[src/rtl/func_unit_sched_if.sv]
// Request/response bundle between the requesting control blocks and the shared
// function-unit scheduler.
interface func_unit_sched_if #(
    parameter int NREQ = 4,
    parameter int DW   = 4
);
    localparam int IDW = 2;

    logic [NREQ-1:0]    req;
    logic [2*NREQ-1:0]  op;
    logic [DW*NREQ-1:0] opa;
    logic [DW*NREQ-1:0] opb;
    logic [NREQ-1:0]    cin;
    logic [NREQ-1:0]    gnt;
    logic               busy;
    logic               resp_valid;
    logic               resp_ready;
    logic [IDW-1:0]     resp_id;
    logic [DW:0]        result;
    logic               err;

    modport master (
        output req, op, opa, opb, cin, resp_ready,
        input  gnt, busy, resp_valid, resp_id, result, err
    );

    modport slave (
        input  req, op, opa, opb, cin, resp_ready,
        output gnt, busy, resp_valid, resp_id, result, err
    );
endinterface

[src/rtl/func_unit_sched.sv]
// Round-robin scheduler sharing one registered ADD/MUX/ENC/CMP unit between four
// requesters; results return tagged with the owner id over a valid/ready port.
//
// state | meaning
// IDLE  | waiting for any req; arbitrate from rr_ptr and latch the winner
// EXEC  | grant pulse high; compute on latched operands at the next edge
// RESP  | resp_valid high; hold result until resp_ready, then advance rr_ptr
module func_unit_sched #(
    parameter int NREQ = 4,
    parameter int DW   = 4
) (
    input logic              clk,
    input logic              rst_n,
    func_unit_sched_if.slave bus
);
    localparam int IDW = 2;

    typedef enum logic [1:0] {
        IDLE = 2'd0,
        EXEC = 2'd1,
        RESP = 2'd2
    } state_t;

    typedef enum logic [1:0] {
        OP_ADD = 2'b00,
        OP_MUX = 2'b01,
        OP_ENC = 2'b10,
        OP_CMP = 2'b11
    } opcode_t;

    state_t          state, state_d;
    logic [NREQ-1:0] gnt_q, gnt_d;
    logic            busy_q, busy_d;
    logic            resp_valid_q, resp_valid_d;
    logic [IDW-1:0]  resp_id_q, resp_id_d;
    logic [DW:0]     result_q, result_d;
    logic            err_q, err_d;
    logic [IDW-1:0]  rr_ptr, rr_ptr_d;

    logic [1:0]      lat_op, lat_op_d;
    logic [DW-1:0]   lat_a, lat_a_d;
    logic [DW-1:0]   lat_b, lat_b_d;
    logic            lat_cin, lat_cin_d;
    logic [IDW-1:0]  lat_id, lat_id_d;

    logic            pick_found;
    logic [IDW-1:0]  pick_id;
    logic [IDW-1:0]  cand;

    logic [DW:0]     alu_res;
    logic            alu_err;

    // First set request at or after rr_ptr, wrapping modulo 4.
    always_comb begin
        pick_found = 1'b0;
        pick_id    = '0;
        cand       = '0;
        for (int k = 0; k < NREQ; k++) begin
            cand = rr_ptr + IDW'(k);
            if (!pick_found && bus.req[cand]) begin
                pick_found = 1'b1;
                pick_id    = cand;
            end
        end
    end

    always_comb begin
        alu_res = '0;
        alu_err = 1'b0;
        unique case (opcode_t'(lat_op))
            OP_ADD: alu_res = {1'b0, lat_a} + {1'b0, lat_b} + {{DW{1'b0}}, lat_cin};
            OP_MUX: alu_res = {{DW{1'b0}}, lat_a[lat_b[1:0]]};
            OP_ENC: begin
                case (lat_a)
                    4'b0001: alu_res = (DW+1)'(0);
                    4'b0010: alu_res = (DW+1)'(1);
                    4'b0100: alu_res = (DW+1)'(2);
                    4'b1000: alu_res = (DW+1)'(3);
                    default: alu_err = 1'b1;
                endcase
            end
            OP_CMP: alu_res = {{(DW-2){1'b0}}, lat_a > lat_b, lat_a == lat_b, lat_a < lat_b};
        endcase
    end

    always_comb begin
        state_d      = state;
        gnt_d        = gnt_q;
        busy_d       = busy_q;
        resp_valid_d = resp_valid_q;
        resp_id_d    = resp_id_q;
        result_d     = result_q;
        err_d        = err_q;
        rr_ptr_d     = rr_ptr;
        lat_op_d     = lat_op;
        lat_a_d      = lat_a;
        lat_b_d      = lat_b;
        lat_cin_d    = lat_cin;
        lat_id_d     = lat_id;

        unique case (state)
            IDLE: begin
                if (pick_found) begin
                    state_d   = EXEC;
                    gnt_d     = NREQ'(1) << pick_id;
                    busy_d    = 1'b1;
                    lat_op_d  = bus.op[2*pick_id +: 2];
                    lat_a_d   = bus.opa[DW*pick_id +: DW];
                    lat_b_d   = bus.opb[DW*pick_id +: DW];
                    lat_cin_d = bus.cin[pick_id];
                    lat_id_d  = pick_id;
                end
            end
            EXEC: begin
                state_d      = RESP;
                gnt_d        = '0;
                resp_valid_d = 1'b1;
                resp_id_d    = lat_id;
                result_d     = alu_res;
                err_d        = alu_err;
            end
            RESP: begin
                if (bus.resp_ready) begin
                    state_d      = IDLE;
                    resp_valid_d = 1'b0;
                    busy_d       = 1'b0;
                    rr_ptr_d     = lat_id + 1'b1;
                end
            end
            default: begin
                state_d = IDLE;
                gnt_d   = '0;
                busy_d  = 1'b0;
            end
        endcase
    end

    always_ff @(posedge clk) begin
        if (!rst_n) begin
            state        <= IDLE;
            gnt_q        <= '0;
            busy_q       <= 1'b0;
            resp_valid_q <= 1'b0;
            resp_id_q    <= '0;
            result_q     <= '0;
            err_q        <= 1'b0;
            rr_ptr       <= '0;
            lat_op       <= '0;
            lat_a        <= '0;
            lat_b        <= '0;
            lat_cin      <= 1'b0;
            lat_id       <= '0;
        end else begin
            state        <= state_d;
            gnt_q        <= gnt_d;
            busy_q       <= busy_d;
            resp_valid_q <= resp_valid_d;
            resp_id_q    <= resp_id_d;
            result_q     <= result_d;
            err_q        <= err_d;
            rr_ptr       <= rr_ptr_d;
            lat_op       <= lat_op_d;
            lat_a        <= lat_a_d;
            lat_b        <= lat_b_d;
            lat_cin      <= lat_cin_d;
            lat_id       <= lat_id_d;
        end
    end

    assign bus.gnt        = gnt_q;
    assign bus.busy       = busy_q;
    assign bus.resp_valid = resp_valid_q;
    assign bus.resp_id    = resp_id_q;
    assign bus.result     = result_q;
    assign bus.err        = err_q;
endmodule
[src/flat_wrapper.sv]
// flat-port wrapper written by rule: the top's interface ports become plain ports
module func_unit_sched_flat 
#(
    parameter int NREQ = 4,
    parameter int DW   = 4
)
  (clk, rst_n, bus_req, bus_op, bus_opa, bus_opb, bus_cin, bus_resp_ready, bus_gnt, bus_busy, bus_resp_valid, bus_resp_id, bus_result, bus_err);
  func_unit_sched_if #(.NREQ(NREQ), .DW(DW)) bus_i ();
  input logic clk;
  input logic rst_n;
  input wire logic [$bits(bus_i.req)-1:0] bus_req;
  input wire logic [$bits(bus_i.op)-1:0] bus_op;
  input wire logic [$bits(bus_i.opa)-1:0] bus_opa;
  input wire logic [$bits(bus_i.opb)-1:0] bus_opb;
  input wire logic [$bits(bus_i.cin)-1:0] bus_cin;
  input wire logic [$bits(bus_i.resp_ready)-1:0] bus_resp_ready;
  output wire logic [$bits(bus_i.gnt)-1:0] bus_gnt;
  output wire logic [$bits(bus_i.busy)-1:0] bus_busy;
  output wire logic [$bits(bus_i.resp_valid)-1:0] bus_resp_valid;
  output wire logic [$bits(bus_i.resp_id)-1:0] bus_resp_id;
  output wire logic [$bits(bus_i.result)-1:0] bus_result;
  output wire logic [$bits(bus_i.err)-1:0] bus_err;
  assign bus_i.req = bus_req;
  assign bus_i.op = bus_op;
  assign bus_i.opa = bus_opa;
  assign bus_i.opb = bus_opb;
  assign bus_i.cin = bus_cin;
  assign bus_i.resp_ready = bus_resp_ready;
  assign bus_gnt = bus_i.gnt;
  assign bus_busy = bus_i.busy;
  assign bus_resp_valid = bus_i.resp_valid;
  assign bus_resp_id = bus_i.resp_id;
  assign bus_result = bus_i.result;
  assign bus_err = bus_i.err;
  func_unit_sched #(.NREQ(NREQ), .DW(DW)) u_core (.clk(clk), .rst_n(rst_n), .bus(bus_i));
endmodule
[config.mk]
export PLATFORM = sky130hd
export DESIGN_NAME = func_unit_sched_flat
export DESIGN_NICKNAME = d
export VERILOG_FILES = /design/src/rtl/func_unit_sched_if.sv /design/src/rtl/func_unit_sched.sv /design/src/flat_wrapper.sv
export SDC_FILE = /design/constraint.sdc
export NUM_CORES = 1
export LEC_CHECK = 0
export CELL_PAD_IN_SITES_DETAIL_PLACEMENT = 1
export CELL_PAD_IN_SITES_GLOBAL_PLACEMENT = 1
export CORE_MARGIN = 1.5
export CORE_UTILIZATION = 34
export CTS_BUF_LIST = sky130_fd_sc_hd__clkbuf_8
export DETAILED_ROUTE_END_ITERATION = 6
export PLACE_DENSITY_LB_ADDON = 0.1
export SLEW_MARGIN = 0
export SYNTH_ARGS = -nofsm -noshare
export SYNTH_HDL_FRONTEND = slang
export SYNTH_SLANG_ARGS = --single-unit
[constraint.sdc]
create_clock -name clk -period 1.7 [get_ports clk]
set_input_delay 0.255 -clock clk [delete_from_list [all_inputs] [get_ports clk]]
set_output_delay 0.255 -clock clk [all_outputs]
set_load 0.02 [all_outputs]
==> flow_metrics.env <==
export IMPL_path_delay_family="buffers and inverters"
export IMPL_crit_type="in2reg"
export IMPL_synthArstFlopShare_pct=0
export IMPL_cp_required_ns=1.86
export IMPL_critPathCaptureType="register"
export IMPL_synthesis_nets=292
export IMPL_drt_iter0_drc=90
export IMPL_die_area_mm2=0.00612
export IMPL_period_minus_slack_ns=1.65
export IMPL_path_cells="clkdlybuf4s50_1 > buf_4 > buf_4 > o221a_4 > clkbuf_4 > a222oi_1 > a21oi_1"
export IMPL_fin_ws_ns=0.0543
export IMPL_ioPinCount=65
export IMPL_cts_tree="built"
export IMPL_clock_latency_ns=0.28
export IMPL_worstMarginPinSlew_ns=0.420
export IMPL_die_y_um=78.2
export IMPL_synthTopCellsByCount="33 x a21oi_1, 31 x dfxtp_1, 24 x o21ai_0, 18 x nand2_1, 16 x nor2_1"
export IMPL_status="finished, final reports clean"
export IMPL_globalplace_congestion=0.827
export IMPL_n_antenna_cell=0
export IMPL_fillers=646
export IMPL_die_x_um=78.2
export IMPL_ys_ff_latch=31
export IMPL_synthesis_area_mm2=0.00192
export IMPL_yosys_cell_count_top_type="a21oi_1"
export IMPL_port_buffers=64
export IMPL_dr_pass1_iters=4
export IMPL_hold_path_class="reg2reg"
export IMPL_synth_warnings=0
export IMPL_path_depth=7
export IMPL_fin_nets=380
export IMPL_grt_usage_pct=20.6
export IMPL_rows=27
export IMPL_route_met3_wl_um=274
export IMPL_routed_wl_um=6090
export IMPL_place_ws_ns=-0.414
export IMPL_hold_viol_final=0
export IMPL_initial_core_util_pct=35.1
export IMPL_critPathMaxFanout=6
export IMPL_synth_largest_area_cell="dfxtp_1"
export IMPL_routed_via_count=2089
export IMPL_slew_headroom_pct=72.0
export IMPL_worstRegToRegCells=6
export IMPL_final_antenna_net_count=0
export IMPL_yosysSeqAreaShare_pct=32.3
export IMPL_setup_viol=0
export IMPL_wl_met1_um=2870
export IMPL_cts_sinks=31
export IMPL_avgSynthCellArea_um2=8.29
export IMPL_cts_max_level=2
export IMPL_ir_drop_v=0.000333
export IMPL_coreArea_mm2=0.00547
export IMPL_hpwl_um=4480
export IMPL_leakage_nw=1.19
export IMPL_power_density_mw_per_mm2=804
export IMPL_fmax_mhz=608
export IMPL_crit_path_frequent_cell="buf_4"
export IMPL_place_area_mm2=0.00277
export IMPL_drc=0
export IMPL_holdPathStages=2
export IMPL_yosysTopAreaCellShare_pct=32.3
export IMPL_slew_violations=0
export IMPL_rsz0062_at_grt="true"
export IMPL_slowest_delay_ns=0.43
export IMPL_antenna_found_initial=0
export IMPL_clk_path_buf_depth=2
export IMPL_maxCapViolCount=0
export IMPL_cts_hold_buf=0
export IMPL_synth_edf_count=0
export IMPL_cp_start_kind="primary input"
export IMPL_clk_pin_slew_ns=0.07
export IMPL_setup_tns_ns=0
export IMPL_dp_cells=381
export IMPL_crit_buf_inv=4
export IMPL_synth_area_top_cells="dfxtp_1 32%, a21oi_1 8.6%, o21ai_0 6.2%"
export IMPL_cts_inserted_buffers=5
export IMPL_ys_types=45
export IMPL_period_share_pct=96.8
export IMPL_final_cells=392
export IMPL_grt_max_degree=31
export IMPL_syn_inst=232
export IMPL_ys_flop_type="dfxtp_1"
export IMPL_vias_per_cell=5.33
export IMPL_wl_met2_um=2890
export IMPL_wl_per_cell_um=15.5
export IMPL_worst_hold_slack_ns=0.461
export IMPL_grt_pass1_wl_um=9980
export IMPL_topRoutingLayerUsed="met4"
export IMPL_crit_slowest_cell="clkdlybuf4s50_1"
export IMPL_cts_root_buffer="clkbuf_8"
export IMPL_finalClockSkew_ns=0.00600
export IMPL_grt_pass1_vias=2049
export IMPL_drive_gt1_share_pct=20.6
export IMPL_area_delta_synth_final_pct=54.1
export IMPL_grt_overflow=0
export IMPL_stdcell_area_mm2=0.00296
export IMPL_cp_arrival_ns=1.80
==> per-layer routing <==
| layer | global-route usage, % | vias to the layer above |
|---|---|---|
| met5 | 0 | - |
| met3 | 4.19 | 6 |
| met1 | 27.8 | 991 |
| li1 | - | 1024 |
| met4 | 4.82 | 0 |
| met2 | 33.8 | 68 |
==> cell type report <==
type / instances / area (um^2) / area share (%)
clock buffers: 6 / 82.6 / 2.79
multi-input cells: 171 / 1180 / 39.9
well taps: 72 / 90.1 / 3.04
repair buffers: 100 / 932 / 31.4
clock inverters: 1 / 5.00 / 0.169
inverters: 11 / 43.8 / 1.48
flip-flops and latches: 31 / 627 / 21.1
==> registers in the layout, summed over array words and instances, names as in the netlist, 2 cells and up <==
register	flops
u_core.lat_a	4
u_core.lat_b	4
u_core.lat_op	2
u_core.bus.result	5
u_core.rr_ptr	2
u_core.bus.resp_id	2
u_core.bus.gnt	4
u_core.state	2
u_core.lat_id	2
==> cells in the final DEF (no fill, tap or decap), types with 3 or more instances in the layout <==
| master | n |
|---|---|
| clkdlybuf4s50_1 | 61 |
| a21oi_1 | 31 |
| buf_4 | 31 |
| dfxtp_1 | 26 |
| o21ai_0 | 23 |
| nand2_1 | 18 |
| nor2_1 | 15 |
| a222oi_1 | 11 |
| inv_1 | 9 |
| ha_1 | 7 |
| a21boi_0 | 6 |
| clkbuf_8 | 6 |
| nor3_1 | 5 |
| dfxtp_2 | 5 |
| nor2b_1 | 4 |
| nand3_1 | 4 |
| and2_1 | 3 |
| a21oi_2 | 3 |
| xnor2_1 | 3 |
| o211ai_1 | 3 |
| nand2b_1 | 3 |
| xor2_1 | 3 |
==> metrics by stage <==
step	power (mW)	utilization [%]
global placement	1.71	50.7
floorplan	1.37	-
detailed placement	1.73	50.7
global route	2.53	54.2
finish	2.38	54.2
CTS	2.35	52.4
==> report_power, final <==
part / switching (mW) / internal [mW]
sequential: 0.0868 / 0.807
clock: 0.276 / 0.317
combinational: 0.430 / 0.465
==> path summary, 6_finish.rpt <==
kind                                       startpoint                     to  slack, ns
worst max-delay path                       bus_req[3]        u_core.lat_b[3]       0.05
worst min register to register  u_core.bus.resp_id[0]  u_core.bus.resp_id[0]       0.46
worst min-delay path            u_core.bus.resp_id[0]  u_core.bus.resp_id[0]       0.46
worst max register to register        u_core.lat_a[0]   u_core.bus.result[1]       0.07
==> tightest hold or removal path: cells and delay by family, from the launching register on <==
family             cells  cell delay [ns]
and+or+nand+nor        1             0.05
DFF                    1             0.31
AOI/OAI and AO/OA      1             0.06
==> kinds of logic after synthesis <==
| logic type | synth area share (%) |
|---|---|
| mux | 2.28 |
| buf+inv | 9.11 |
| compound gates | 31.5 |
| flops | 32.3 |
| simple gates | 15.5 |
| fa+ha+maj | 6.64 |
| xor+xnor | 2.73 |
==> what timing repair did <==
item                       in CTS  in global routing
setup endpoints to repair      15                 15
buffers inserted                0                  3
resized for setup               6                 21
cloned                          0                  1
pin swaps                       2                  9
Note: power is estimated with default switching activity, not from simulation.
